$ cat config.mk
export PLATFORM = sky130hd
export DESIGN_NAME = imm_gen_pipe
export DESIGN_NICKNAME = d
export VERILOG_FILES = /design/src/rtl/imm_gen_pipe.sv
export SDC_FILE = /design/constraint.sdc
export NUM_CORES = 1
export LEC_CHECK = 0
export ABC_AREA = 1
export CAP_MARGIN = 5
export CORE_UTILIZATION = 30
export DETAILED_ROUTE_END_ITERATION = 8
export PLACE_DENSITY_LB_ADDON = 0.1
export SLEW_MARGIN = 10
export SYNTH_ARGS = -nofsm -noshare
export SYNTH_HDL_FRONTEND = slang
export SYNTH_SLANG_ARGS = --single-unit
$ cat constraint.sdc
create_clock -name clk -period 3.1 [get_ports clk]
set_clock_uncertainty 0.1 [all_clocks]
set_input_delay 0.31 -clock clk [delete_from_list [all_inputs] [get_ports clk]]
set_output_delay 0.31 -clock clk [all_outputs]
set_load 0.005 [all_outputs]
$ cat src/rtl/imm_gen_pipe.sv
// imm_gen_pipe: registered immediate generator sitting between decode and the
// ALU operand mux. Picks the mem-type or I-type immediate field, extends it to
// DATA_W (sign or zero), or joins it with upper bits held from a preceding
// prefix instruction. One-deep output register with valid/ready on both sides.
module imm_gen_pipe #(
    parameter int INSTR_W = 32,
    parameter int DATA_W  = 32,
    parameter int IMM_W   = 17,
    parameter int SEL_BIT = 27,
    parameter int MEM_LSB = 0,
    parameter int I_LSB   = 0
) (
    input  logic              clk,
    input  logic              rst,
    input  logic              flush,
    input  logic              in_valid,
    output logic              in_ready,
    input  logic [INSTR_W-1:0] instr,
    input  logic              is_prefix,
    input  logic              zext,
    output logic              out_valid,
    input  logic              out_ready,
    output logic [DATA_W-1:0] imm_out,
    output logic              imm_src,
    output logic              prefixed,
    output logic              pfx_pending,
    output logic              pfx_overwrite
);

    // Number of upper bits supplied by a prefix instruction.
    localparam int PFX_W = DATA_W - IMM_W;

    typedef enum logic {
        IDLE = 1'b0,
        HOLD = 1'b1
    } state_t;

    state_t              state;
    logic [PFX_W-1:0]    pfx_value;

    logic                field_sel;
    logic [IMM_W-1:0]    mem_field;
    logic [IMM_W-1:0]    i_field;
    logic [IMM_W-1:0]    field;
    logic [PFX_W-1:0]    ext_bits;
    logic [DATA_W-1:0]   imm_next;
    logic                accept;
    logic                transfer;

    // Many instruction bits (opcode, registers) are of no interest here.
    logic                unused_instr_bits;
    assign unused_instr_bits = &{1'b0, instr};

    // The output slot is free when empty or being drained this cycle.
    assign in_ready = !out_valid || out_ready;
    assign accept   = in_valid && in_ready && !flush;
    assign transfer = out_valid && out_ready;

    // The held state is itself a register, so the pending flag is registered.
    assign pfx_pending = (state == HOLD);

    // Field selection and width extension of the candidate immediate.
    always_comb begin
        field_sel = instr[SEL_BIT];
        mem_field = instr[MEM_LSB +: IMM_W];
        i_field   = instr[I_LSB +: IMM_W];
        field     = field_sel ? mem_field : i_field;
        ext_bits  = '0;
        if (state == HOLD) begin
            // A held prefix supplies the upper bits; zext has no meaning here.
            ext_bits = pfx_value;
        end else if (!zext) begin
            ext_bits = {PFX_W{field[IMM_W-1]}};
        end
        imm_next = {ext_bits, field};
    end

    // Prefix tracking FSM together with the output register stage.
    always_ff @(posedge clk or posedge rst) begin
        if (rst) begin
            state         <= IDLE;
            pfx_value     <= '0;
            out_valid     <= 1'b0;
            imm_out       <= '0;
            imm_src       <= 1'b0;
            prefixed      <= 1'b0;
            pfx_overwrite <= 1'b0;
        end else if (flush) begin
            // Drop whatever is in flight; imm_out and the prefix value are
            // left untouched since nothing downstream may look at them now.
            state         <= IDLE;
            out_valid     <= 1'b0;
            pfx_overwrite <= 1'b0;
        end else begin
            pfx_overwrite <= 1'b0;
            if (accept && is_prefix) begin
                pfx_value <= instr[PFX_W-1:0];
                state     <= HOLD;
                if (state == HOLD) begin
                    pfx_overwrite <= 1'b1;
                end
                // A prefix produces no result; the slot empties if drained.
                if (transfer) begin
                    out_valid <= 1'b0;
                end
            end else if (accept) begin
                out_valid <= 1'b1;
                imm_out   <= imm_next;
                imm_src   <= field_sel;
                prefixed  <= (state == HOLD);
                state     <= IDLE;
            end else if (transfer) begin
                out_valid <= 1'b0;
            end
        end
    end

endmodule

==> out/results.txt <==
First-pass GRT wire length: 8400 µm
Max_cap viols: 0
Top fanout value on the critical path: 19
Num ports: 77
Leading post-synthesis cells by cell area: dfrtp_1, nand2_1, buf_6
Final setup viols: 0
Mean Syn Cell Area: 8.58 µm²
Endpoints failing hold: 0
Delay of the slowest cell on the worst path: 0.79 ns
Hold Crit Class: in -> async
Initial DRC count: 80
TritonCTS clock tree: done
All-Layer GR Usage: 0.143
EDFF count, synth: 0
DRT antenna net count: 0
Final net count: 356
Final instance area: 2930 µm²
RSZ-0062 raised after global routing: no
Post-synthesis sequential area ratio: 0.590
Layout cell share with drive strength beyond 1: 0.0508
Detailed placement HPWL: 3160 µm
Highest Clock Rate: 0.472 GHz
Hold Buf Count CTS: 0
Cell area after synthesis: 2210 µm²
CP max stage cell: dfrtp_1
Antenna cells: 0
Final TNS setup: 0 ns
Maximum clock path buffer count: 2
Leakage: 1.52 nW
Final Power: 1.54 mW
Skew-Pair Late Insertion Delay: 0.29 ns
Period Utilization, post-route: 0.683
Gate Count Post-Synth: 257
Post-synthesis async set-or-reset flop share: 1.00
CTS clk-pin slew, worst paths: 0.09 ns
Worst slew margin: 0.540
Syn Nets: 296
Routed vias/inst: 4.21
Core area: 6940 µm²
Routed WL: 4970 µm
Crit-path cells: clkdlybuf4s50_1
PwrDens: 526 nW/µm²
Setup ws final: 0.982 ns
Slew of the pin with the lowest slew margin: 0.690 ns
Post-synth top flop: dfrtp_1
Post-synth top area share: 0.590
CP startpoint kind: register
FP Rows: 30
Die area: 7700 µm²
Leading area contributor after synthesis: dfrtp_1
Final Max Slew Viols: 0
Largest net degree at the start of global routing: 36
Width of the die: 87.8 µm
Crit path time final: 2.12 ns
Most frequent cell after synthesis: nand2_1
Post-CTS resize count: 0
Die height: 87.8 µm
Outcome: finished, final reports clean
GRT overflow: 0
Ys Warns: 0
Routed len/inst: 12.1 µm
Starting Density: 0.318
Buffers on Ports: 62
Worst path bufs/invs: 1
CP endpoint kind: primary output
Data required, critical path: 2.69 ns
Via count: 1732
Area Growth Syn to Fin: 32.7%
CP Data Arrival Time: 1.71 ns
Initial antenna violation count: 0
DRT Pass-1 Iters: 4
CP delay by family, top: flip-flops
Cts bufs inserted: 5
Routability Congestion: 0.673
Distinct cells, synth: 17
H-tree levels: 2
Peak supply drop: 0.000216 V
Vias in the first global route: 1715
Post-placement cell area: 2860 µm²
Crit Path Category: reg -> out
Post-place setup slack: 1.04 ns
CTS Root Cell: clkbuf_8
Residual DRC count: 0
Clk sinks: 52
FF+latch count, synth: 52
Post-CTS Setup Bufs: 0
Commonest cells post-synth: nand2_1, dfrtp_1, buf_6
[flip-flops by register name, summed over array words and instances, names as in the netlist]
signal,flops
imm_src,1
prefixed,1
pfx_overwrite,1
imm_out,32
out_valid,1
pfx_pending,1
pfx_value,15
[worst paths after layout]
kind,start,endpoint,slack (ns),depth (start not counted)
hold / removal,rst,imm_out[17]$_DFFE_PP0P_,0.24,2
hold reg to reg,imm_out[26]$_DFFE_PP0P_,imm_out[26]$_DFFE_PP0P_,0.38,2
min in group clk,imm_out[26]$_DFFE_PP0P_,imm_out[26]$_DFFE_PP0P_,0.38,2
max in group asynchronous,rst,imm_out[14]$_DFFE_PP0P_,2.02,3
setup / recovery,pfx_pending$_DFFE_PP0P_,pfx_pending,0.98,1
setup reg to reg,pfx_pending$_DFFE_PP0P_,imm_out[26]$_DFFE_PP0P_,1.17,5
[logic make-up after synthesis]
kind of cell / count (synthesis) / share of synthesized area
and+or+nand+nor: 188 / 0.352
DFF: 52 / 0.590
buffers and inverters: 16 / 0.0556
AOI/OAI and AO/OA: 1 / 0.00227
[cells in the final DEF (no fill, tap or decap)]
master           netlist  final
nand2_1              179    179
clkdlybuf4s50_1        0     62
dfrtp_1               52     52
clkbuf_8               0      5
inv_2                  2      3
inv_1                  3      2
buf_4                  2      2
nand2_2                1      1
nand3_4                1      1
nor2_8                 1      1
nand3b_1               1      1
nand4_4                1      1
nor2_4                 1      1
nand4_2                1      1
nor2_1                 1      1
o21ai_0                1      1
nand3_1                1      1
[per-layer routing]
| layer | wire length, µm | track usage | vias to the layer above |
|---|---|---|---|
| met5 | 0 | 0 | - |
| met4 | 38 | 0.0402 | 0 |
| met3 | 257 | 0.0349 | 4 |
| met2 | 2210 | 0.234 | 41 |
| met1 | 2470 | 0.190 | 794 |
| li1 | - | - | 893 |
[through the flow]
stage	hold WS, ns	cells	util
floorplan	0.320	257	-
global placement	0.362	406	0.412
detailed placement	0.364	406	0.412
CTS	0.253	411	0.421
global route	0.275	411	0.421
finish	0.239	411	0.421
[cell type report]
class,count,area [µm²]
repair buffers,64,636
inverters,5,18.8
flip-flops and latches,52,1300
clock buffers,5,68.8
well taps,96,120
fillers,745,4020
multi-input cells,189,782
[report_power, final]
group / switching (mW) / internal, mW / leakage, nW
logic: 0.144 / 0.207 / 0.820
registers: 0.0603 / 0.785 / 0.660
clock network: 0.195 / 0.146 / 0.0359
Power figures use the tool's default switching activity.
